--- src/rtl/led_seq_ctrl_if.sv ---
// Override handshake bundle for the LED sequencer.
// master: the override requester (status/debug logic).
// slave:  led_seq_ctrl, which owns the LED bank.
// Handshake: the requester holds ovr_req high as a level; on each edge where
// the controller accepts (idle, or hold period expired), ovr_pattern is
// captured, ovr_ack pulses for exactly one cycle and ovr_active stays high
// until the hold period ends with ovr_req low.
interface led_seq_ctrl_if #(
    parameter int NUM_LEDS = 8
) ();
    logic                ovr_req;
    logic [NUM_LEDS-1:0] ovr_pattern;
    logic                ovr_ack;
    logic                ovr_active;

    modport master (
        output ovr_req,
        output ovr_pattern,
        input  ovr_ack,
        input  ovr_active
    );

    modport slave (
        input  ovr_req,
        input  ovr_pattern,
        output ovr_ack,
        output ovr_active
    );
endinterface

--- src/rtl/led_seq_ctrl.sv ---
// LED bank controller: background pattern sequencer (COUNT/SCAN/BLINK/OFF)
// stepped by a prescaler tick, plus an override owner with a minimum hold time.
// Optional feature macro: LED_SEQ_PWM_EN adds a 4-bit duty input and a
// free-running PWM that gates the registered LED drive.
module led_seq_ctrl #(
    parameter int TICK_DIV = 12500000,
    parameter int TICK_W   = 24,
    parameter int NUM_LEDS = 8,
    parameter int OVR_HOLD = 4
) (
    input  logic                sysclock,
    input  logic                sysreset,
    input  logic [1:0]          mode_sel,
    input  logic                mode_load,
    led_seq_ctrl_if.slave       ovr,
    output logic [1:0]          cur_mode,
    output logic                tick,
    output logic [NUM_LEDS-1:0] leds
`ifdef LED_SEQ_PWM_EN
    ,
    input  logic [3:0]          duty
`endif
);

    localparam int POS_W  = $clog2(NUM_LEDS);
    localparam int HOLD_W = $clog2(OVR_HOLD + 1);
    localparam logic [TICK_W-1:0] TICK_LAST = TICK_W'(TICK_DIV - 1);
    localparam logic [POS_W-1:0]  POS_LAST  = POS_W'(NUM_LEDS - 1);
    localparam logic [HOLD_W-1:0] HOLD_LAST = HOLD_W'(OVR_HOLD);

    typedef enum logic [1:0] {
        MODE_COUNT = 2'd0,
        MODE_SCAN  = 2'd1,
        MODE_BLINK = 2'd2,
        MODE_OFF   = 2'd3
    } mode_t;

    typedef enum logic {
        ST_RUN  = 1'b0,
        ST_HOLD = 1'b1
    } ovr_state_t;

    mode_t               cur_mode_q;
    logic [TICK_W-1:0]   presc_q, presc_d;
    logic [NUM_LEDS-1:0] step_q, step_d;
    logic [POS_W-1:0]    pos_q, pos_d;
    logic                dir_up_q, dir_up_d;
    logic                phase_q, phase_d;
    logic [NUM_LEDS-1:0] bg_pattern;
    logic                step_en;

    ovr_state_t          ovr_state_q;
    logic [HOLD_W-1:0]   hold_q;
    logic [NUM_LEDS-1:0] cap_q;
    logic                ack_q;
    logic                active_q;
    logic [NUM_LEDS-1:0] leds_q;

    // Tick is a pure decode of the prescaler register.
    assign tick    = (presc_q == TICK_LAST);
    // A tick landing on a mode_load edge must not advance the freshly cleared pattern.
    assign step_en = tick && !mode_load;

    // Prescaler next state: wrap on tick, restart on mode_load.
    always_comb begin
        presc_d = presc_q + TICK_W'(1);
        if (mode_load || tick) begin
            presc_d = '0;
        end
    end

    // Background pattern next state for the applied mode.
    always_comb begin
        step_d   = step_q;
        pos_d    = pos_q;
        dir_up_d = dir_up_q;
        phase_d  = phase_q;
        if (mode_load) begin
            step_d   = '0;
            pos_d    = '0;
            dir_up_d = 1'b1;
            phase_d  = 1'b0;
        end else if (step_en) begin
            case (cur_mode_q)
                MODE_COUNT: step_d = step_q + NUM_LEDS'(1);
                MODE_SCAN: begin
                    // Reverse at each end without repeating the end position.
                    if (dir_up_q) begin
                        if (pos_q == POS_LAST) begin
                            dir_up_d = 1'b0;
                            pos_d    = pos_q - POS_W'(1);
                        end else begin
                            pos_d = pos_q + POS_W'(1);
                        end
                    end else begin
                        if (pos_q == '0) begin
                            dir_up_d = 1'b1;
                            pos_d    = pos_q + POS_W'(1);
                        end else begin
                            pos_d = pos_q - POS_W'(1);
                        end
                    end
                end
                MODE_BLINK: phase_d = ~phase_q;
                default: ;
            endcase
        end
    end

    // Background pattern decode from the current pattern state.
    always_comb begin
        bg_pattern = '0;
        case (cur_mode_q)
            MODE_COUNT: bg_pattern = step_q;
            MODE_SCAN:  bg_pattern = NUM_LEDS'(1) << pos_q;
            MODE_BLINK: bg_pattern = {NUM_LEDS{phase_q}};
            default:    bg_pattern = '0;
        endcase
    end

    // Mode, prescaler and pattern state registers.
    always_ff @(posedge sysclock) begin
        if (sysreset) begin
            cur_mode_q <= MODE_COUNT;
            presc_q    <= '0;
            step_q     <= '0;
            pos_q      <= '0;
            dir_up_q   <= 1'b1;
            phase_q    <= 1'b0;
        end else begin
            if (mode_load) begin
                cur_mode_q <= mode_t'(mode_sel);
            end
            presc_q  <= presc_d;
            step_q   <= step_d;
            pos_q    <= pos_d;
            dir_up_q <= dir_up_d;
            phase_q  <= phase_d;
        end
    end

    // Override ownership FSM; also registers the LED drive so the override
    // pattern appears in the same cycle as its ack.
    always_ff @(posedge sysclock) begin
        if (sysreset) begin
            ovr_state_q <= ST_RUN;
            hold_q      <= '0;
            cap_q       <= '0;
            ack_q       <= 1'b0;
            active_q    <= 1'b0;
            leds_q      <= '0;
        end else begin
            ack_q <= 1'b0;
            case (ovr_state_q)
                ST_RUN: begin
                    if (ovr.ovr_req) begin
                        cap_q       <= ovr.ovr_pattern;
                        ack_q       <= 1'b1;
                        active_q    <= 1'b1;
                        hold_q      <= '0;
                        ovr_state_q <= ST_HOLD;
                        leds_q      <= ovr.ovr_pattern;
                    end else begin
                        leds_q <= bg_pattern;
                    end
                end
                ST_HOLD: begin
                    leds_q <= cap_q;
                    if (tick) begin
                        if ((hold_q + HOLD_W'(1)) == HOLD_LAST) begin
                            hold_q <= '0;
                            if (ovr.ovr_req) begin
                                cap_q  <= ovr.ovr_pattern;
                                ack_q  <= 1'b1;
                                leds_q <= ovr.ovr_pattern;
                            end else begin
                                active_q    <= 1'b0;
                                ovr_state_q <= ST_RUN;
                                leds_q      <= bg_pattern;
                            end
                        end else begin
                            hold_q <= hold_q + HOLD_W'(1);
                        end
                    end
                end
                default: ovr_state_q <= ST_RUN;
            endcase
        end
    end

    assign ovr.ovr_ack    = ack_q;
    assign ovr.ovr_active = active_q;
    assign cur_mode       = cur_mode_q;

`ifdef LED_SEQ_PWM_EN
    logic [3:0] pwm_cnt_q;

    // Free-running PWM phase counter.
    always_ff @(posedge sysclock) begin
        if (sysreset) begin
            pwm_cnt_q <= '0;
        end else begin
            pwm_cnt_q <= pwm_cnt_q + 4'd1;
        end
    end

    assign leds = leds_q & {NUM_LEDS{pwm_cnt_q < duty}};
`else
    assign leds = leds_q;
`endif

endmodule

--- src/flat_wrapper.sv ---
// flat-port wrapper written by rule: the top's interface ports become plain ports
module led_seq_ctrl_flat 
#(
    parameter int TICK_DIV = 12500000,
    parameter int TICK_W   = 24,
    parameter int NUM_LEDS = 8,
    parameter int OVR_HOLD = 4
)
  (sysclock, sysreset, mode_sel, mode_load, cur_mode, tick, leds, ovr_ovr_req, ovr_ovr_pattern, ovr_ovr_ack, ovr_ovr_active);
  led_seq_ctrl_if #(.NUM_LEDS(NUM_LEDS)) ovr_i ();
  input  logic sysclock;
  input  logic sysreset;
  input  logic [1:0] mode_sel;
  input  logic mode_load;
  output logic [1:0] cur_mode;
  output logic tick;
  output logic [NUM_LEDS-1:0] leds;
  input wire logic [$bits(ovr_i.ovr_req)-1:0] ovr_ovr_req;
  input wire logic [$bits(ovr_i.ovr_pattern)-1:0] ovr_ovr_pattern;
  output wire logic [$bits(ovr_i.ovr_ack)-1:0] ovr_ovr_ack;
  output wire logic [$bits(ovr_i.ovr_active)-1:0] ovr_ovr_active;
  assign ovr_i.ovr_req = ovr_ovr_req;
  assign ovr_i.ovr_pattern = ovr_ovr_pattern;
  assign ovr_ovr_ack = ovr_i.ovr_ack;
  assign ovr_ovr_active = ovr_i.ovr_active;
  led_seq_ctrl #(.TICK_DIV(TICK_DIV), .TICK_W(TICK_W), .NUM_LEDS(NUM_LEDS), .OVR_HOLD(OVR_HOLD)) u_core (.sysclock(sysclock), .sysreset(sysreset), .mode_sel(mode_sel), .mode_load(mode_load), .ovr(ovr_i), .cur_mode(cur_mode), .tick(tick), .leds(leds));
endmodule
--- config.mk ---
export PLATFORM = sky130hd
export DESIGN_NAME = led_seq_ctrl_flat
export DESIGN_NICKNAME = d
export VERILOG_FILES = /design/src/rtl/led_seq_ctrl_if.sv /design/src/rtl/led_seq_ctrl.sv /design/src/flat_wrapper.sv
export SDC_FILE = /design/constraint.sdc
export NUM_CORES = 1
export LEC_CHECK = 0
export BUFFER_PORTS_ARGS = -buffer_cell sky130_fd_sc_hd__buf_4
export CAP_MARGIN = 20
export CORE_ASPECT_RATIO = 1.1
export CORE_UTILIZATION = 40
export CTS_CLUSTER_DIAMETER = 100
export DETAILED_ROUTE_END_ITERATION = 10
export REMOVE_ABC_BUFFERS = 1
export SETUP_SLACK_MARGIN = 0.15
export SYNTH_ARGS = -nofsm -noshare
export SYNTH_HDL_FRONTEND = slang
export SYNTH_SLANG_ARGS = --single-unit
--- constraint.sdc ---
create_clock -name sysclock -period 2.14 [get_ports sysclock]
set_input_delay 0.428 -clock sysclock [delete_from_list [all_inputs] [get_ports sysclock]]
set_output_delay 0.428 -clock sysclock [all_outputs]
set_load 0.02 [all_outputs]
======== Yosys cells after proc, flatten, opt, wreduce, memory -nomap -nowiden ========
Cells that the tools add are included.
word-level totals
  register bits ........................... 61
  input bits .............................. 14
  output and inout port bits .............. 13
  logic and storage cells ................. 73
cells by class
  $add $sub $neg .......................... 5
  equal/unequal tests ..................... 9
  shift-type cells ........................ 1
  mux-type cells .......................... 31
  bitwise gates (word level) .............. 2
  reductions and logical operators ........ 13
operators by type and width
  cell                                                                   count
  8-bit two-way mux                                                      6
  8-bit case mux with 2 select lines                                     2
  24-bit by 1-bit adder with 24-bit output, second input constant        1
  24-bit equality test, second input constant                            1
  8-bit case mux with 3 select lines                                     1
  3-bit two-way mux                                                      6
  1-bit two-way mux                                                      12
  2-bit AND reduction                                                    5
  8-bit by 1-bit adder with 8-bit output, second input constant          1
  1-bit by 3-bit << shifter with 8-bit output, first input constant      1
  3-bit by 1-bit adder with 3-bit output, second input constant          2
  3-bit equality test, second input constant                             2
  2-bit != test, second input constant                                   3
  1-bit case mux with 2 select lines                                     3
  3-bit case mux with 2 select lines                                     1
  4-bit AND reduction                                                    1
  2-bit OR reduction                                                     2
  3-bit zero test                                                        1
  3-bit by 1-bit subtractor with 3-bit output, second input constant     1
  2-bit by 1-bit equality test with 1-bit output, second input constant  1
  2-bit equality test, second input constant                             1
  2-bit zero test                                                        1
  2-bit by 1-bit != test with 1-bit output, second input constant        1
  1-bit inverter                                                         2
  3 further kinds                                                        3

======== Longest topological paths before layout ========
  depth after elaboration ................. 6
  gate-level depth with buffers ........... 8
  gate-level depth less buffers ........... 7

======== Worst setup path before layout ========
No wires, ideal clock.
  path kind ............................... flip-flop to output port
  start ................................... register u_core.presc_q[0]
  end ..................................... output port tick
  arrival ................................. 1.488 ns
  required time ........................... 1.712 ns
  setup slack ............................. 0.224 ns
  stages on the path, launching flop included .. 6
  cells stage by stage .................... dfxtp_1 > ha_1 > and4_1 > buf_2 > nand2_1 > nor2_1
between the ends
  word-level cells in the longest chain between the ends .. 1
RTL lines
  what                    line                 RTL
  from (decl)             led_seq_ctrl.sv:44   logic [TICK_W-1:0] presc_q, presc_d;
  from (signal assigned)  led_seq_ctrl.sv:134  presc_q <= presc_d;
  24-bit equality test    led_seq_ctrl.sv:60   assign tick = (presc_q == TICK_LAST);
  to (decl)               flat_wrapper.sv:16   output logic tick;
Every way passes these cells.

======== Worst setup path after layout ========
Same ends and word-level chain as after synthesis.

==> impl_metrics.csv <==
group,metric,value,unit
yosys,synth_area,0.003034,mm^2
yosys,ys.warnings.count,0,
pwr,seqPwrFrac,47.6,%
placement,io_buffers,26,
clock_tree,cts_buffer_depth,2,
pwr,ir_worst_vdd,0.0002589,V
setup_path,slowest_stage,"dfxtp_2",
yosys,synthArstFlopShare,0,%
pwr,leakage,1.456,nW
routing,route.vias.total,2490,
clock_tree,root_buffer,"clkbuf_8",
pwr,switching_share,22.69,%
global_route,grt.overflow.total,0,
clock_tree,cts_hold_buf,0,
die,die_h,93.35,um
cells_and_area,final_layout_size_suffix_gt1_share,22.19,%
sta,fmax,0.5228,GHz
sta,tightest_slew,0.6577,ns
job,maxCapViolCount,0,
global_route,grt_pass1_vias,2300,
setup_path,start_kind,"flop",
cells_and_area,post-route-util,51.27,%
yosys,yosysTopAreaCellShare,40.25,%
global_route,grt_pass1_wl,11390,um
cells_and_area,layout.nets,405,
cells_and_area,final_area,0.003675,mm^2
pwr,cellPowerDensity,675.7,mW/mm^2
clock_tree,cts_tree,"yes",
clock_tree,clk_pin_slew,0.07,ns
sta,fin_crit_sh,89.39,%
hold_path,hold_path_class,"in2reg",
setup_path,critPathKind,"reg2out",
clock_tree,cts_num_sinks,61,
cells_and_area,nFillCells,678,
routing,drt-total-wl,6834,um
setup_path,worstPathRequired,1.71,ns
yosys,ys_ff_latch,61,
sta,rsz0062_at_grt,"true",
yosys,synth_edf_count,0,
setup_path,cp-end-kind,"primary output",
die,initial_utilization,42.34,%
global_route,antenna_found_initial,0,
setup_path,crit_chain,"ha_4 > and4_4 > nand2_2 > nor2_4 > buf_6",
sta,maxSlewViolCount,0,
outcome,status,"completed",
placement,gp_congestion,0.7811,
sta,slew_headroom,55.95,%
cells_and_area,diodes,0,
yosys,syn_inst,342,
yosys,synth_area_leaders,"dfxtp_1, nor2_1, mux2i_1",
placement,dp_hpwl,4768,um
routing,drt_iter0_drc,147,
yosys,yosysSeqAreaShare,40.25,%
yosys,synth_common_cells,"dfxtp_1, nor2_1, mux2i_1",
die,rows,32,
setup_path,critical-path-top-delay-family,"simple AND/OR/NAND/NOR gates",
pwr,pwr-share-comb,7.3,%
die,core-area,0.007167,mm^2
cells_and_area,syn2layout_area_growth,21.11,%
die,die_area,0.007938,mm^2
sta,fin_setup_tns,0,ns
cells_and_area,seqCellArea,0.001236,mm^2
die,die_w,85.04,um
setup_path,critPathMaxStageDelay,0.39,ns
pwr,switchingPower,0.5634,mW
yosys,yosysMostFrequentCell,"dfxtp_1",
routing,drtAntennaViolNets,0,
sta,setup_viol,0,
clock_tree,clk_latency,0.33,ns
routing,post-route-drc-count,0,
yosys,avgSynthCellArea,8.872,um^2
global_route,grt_usage,18.38,%
clock_tree,cts.htree.levels,3,
placement,postPlaceCellArea,0.003328,mm^2
global_route,grt_max_degree,25,
routing,vias_per_cell,5.321,
yosys,yosysTopAreaCell,"dfxtp_1",
setup_path,path_buf_inv,1,
setup_path,arrival,1.48,ns
yosys,synth_ff_type,"dfxtp_1",
yosys,synth_cell_types,44,
clock_tree,cts_buffers,9,
setup_path,path_max_fanout,5,
pwr,p_int,1.920,mW
routing,wl_per_cell,14.60,um
pwr,pwr-share-clk,45.2,%
routing,firstDrtPassIters,5,
sta,fin_crit,1.913,ns
sta,hold_violations,0,
sta,finClkSkew,0.008664,ns
cells_and_area,multiInputGateArea,0.001742,mm^2
die,pin_count,27,
## worst paths after layout
check / start / end / slack (ns) / cells past startpoint
max: u_core.presc_q[0] / tick / 0.23 / 5
min: ovr_ovr_pattern[6] / u_core.cap_q[6] / 0.34 / 3
max reg2reg: u_core.presc_q[9] / u_core.pos_q[0] / 0.24 / 8
min reg2reg: u_core.cap_q[4] / u_core.leds[4] / 0.48 / 2
## cell usage in the layout (no fill, tap or decap), types with 5 or more instances in the layout
cell type	n
or3_1	7
nor3_1	5
buf_4	37
dfxtp_1	53
a31oi_1	6
nand4_1	12
clkbuf_8	10
a2bb2oi_1	7
nand3_1	14
ha_1	11
o21ai_0	10
inv_1	13
a21oi_1	12
nand2_1	17
dfxtp_2	6
mux2i_1	21
xnor2_1	10
nor2_1	56
xor2_1	14
## cell type report
type,instances,share of cell area (%)
Inverter,13,1.328
Tap cell,85,2.894
Clock buffer,11,3.847
Clock inverter,4,1.975
Multi-Input combinational cell,252,47.40
Timing Repair Buffer,42,8.921
Sequential cell,61,33.64
## cells by family after synthesis
family                   count (synthesis)  synth area share [%]
AND/OR/NAND/NOR                        146                 26.02
XOR/XNOR                                25                 7.216
buffers and inverters                   29                 4.083
flip-flops                              61                 40.25
multiplexers                            23                 7.670
AO/OA/AOI/OAI                           46                 9.815
adder cells (fa/ha/maj)                 12                 4.948
## through the flow
stage	hold WS, ns	setup WS [ns]	total power, mW	std cells
detailed placement	0.4645	0.2232	1.384	446
global placement	0.4563	0.2263	1.383	446
global route	0.3256	0.1071	2.593	468
CTS	0.3263	0.1544	2.509	462
finish	0.3362	0.2271	2.483	468
floorplan	0.4356	0.01516	1.302	326
## flip-flops by register name, summed over array words and instances, names as in the netlist
signal                 flops
u_core.cur_mode            2
u_core.cap_q               8
u_core.leds                8
u_core.step_q              8
u_core.ovr.ovr_ack         1
u_core.ovr_state_q         1
u_core.phase_q             1
u_core.pos_q               3
u_core.presc_q            24
u_core.dir_up_q            1
u_core.ovr.ovr_active      1
u_core.hold_q              3
## tightest hold or removal path, cell delays in order
cell     delay [ns]
buf_4          0.08
mux2i_1        0.05
nor2_1         0.07
## power groups by stage
stage	combinational, mW	clock [mW]	sequential [mW]
global placement	0.176	0	1.21
detailed placement	0.176	0	1.21
finish	0.180	1.12	1.18
floorplan	0.0796	0	1.22
global route	0.196	1.21	1.19
CTS	0.177	1.15	1.18
## what timing repair did
action | 4_1_cts | 5_1_grt
pin swaps | 3 | 7
endpoints found under the setup margin | 1 | 24
resized for setup | 7 | 18
cloned | 0 | 1
setup buffers | 1 | 5
## layer usage
metal  part of all wire (%)  track usage (%)  vias up
li1                       -                -     1268
met1                     49            25.51     1163
met2                     46            27.89       51
met3                    3.7            4.325        8
met4                    1.2            6.215        0
met5                      0                0        -
Note: power is estimated with default switching activity, not from simulation.
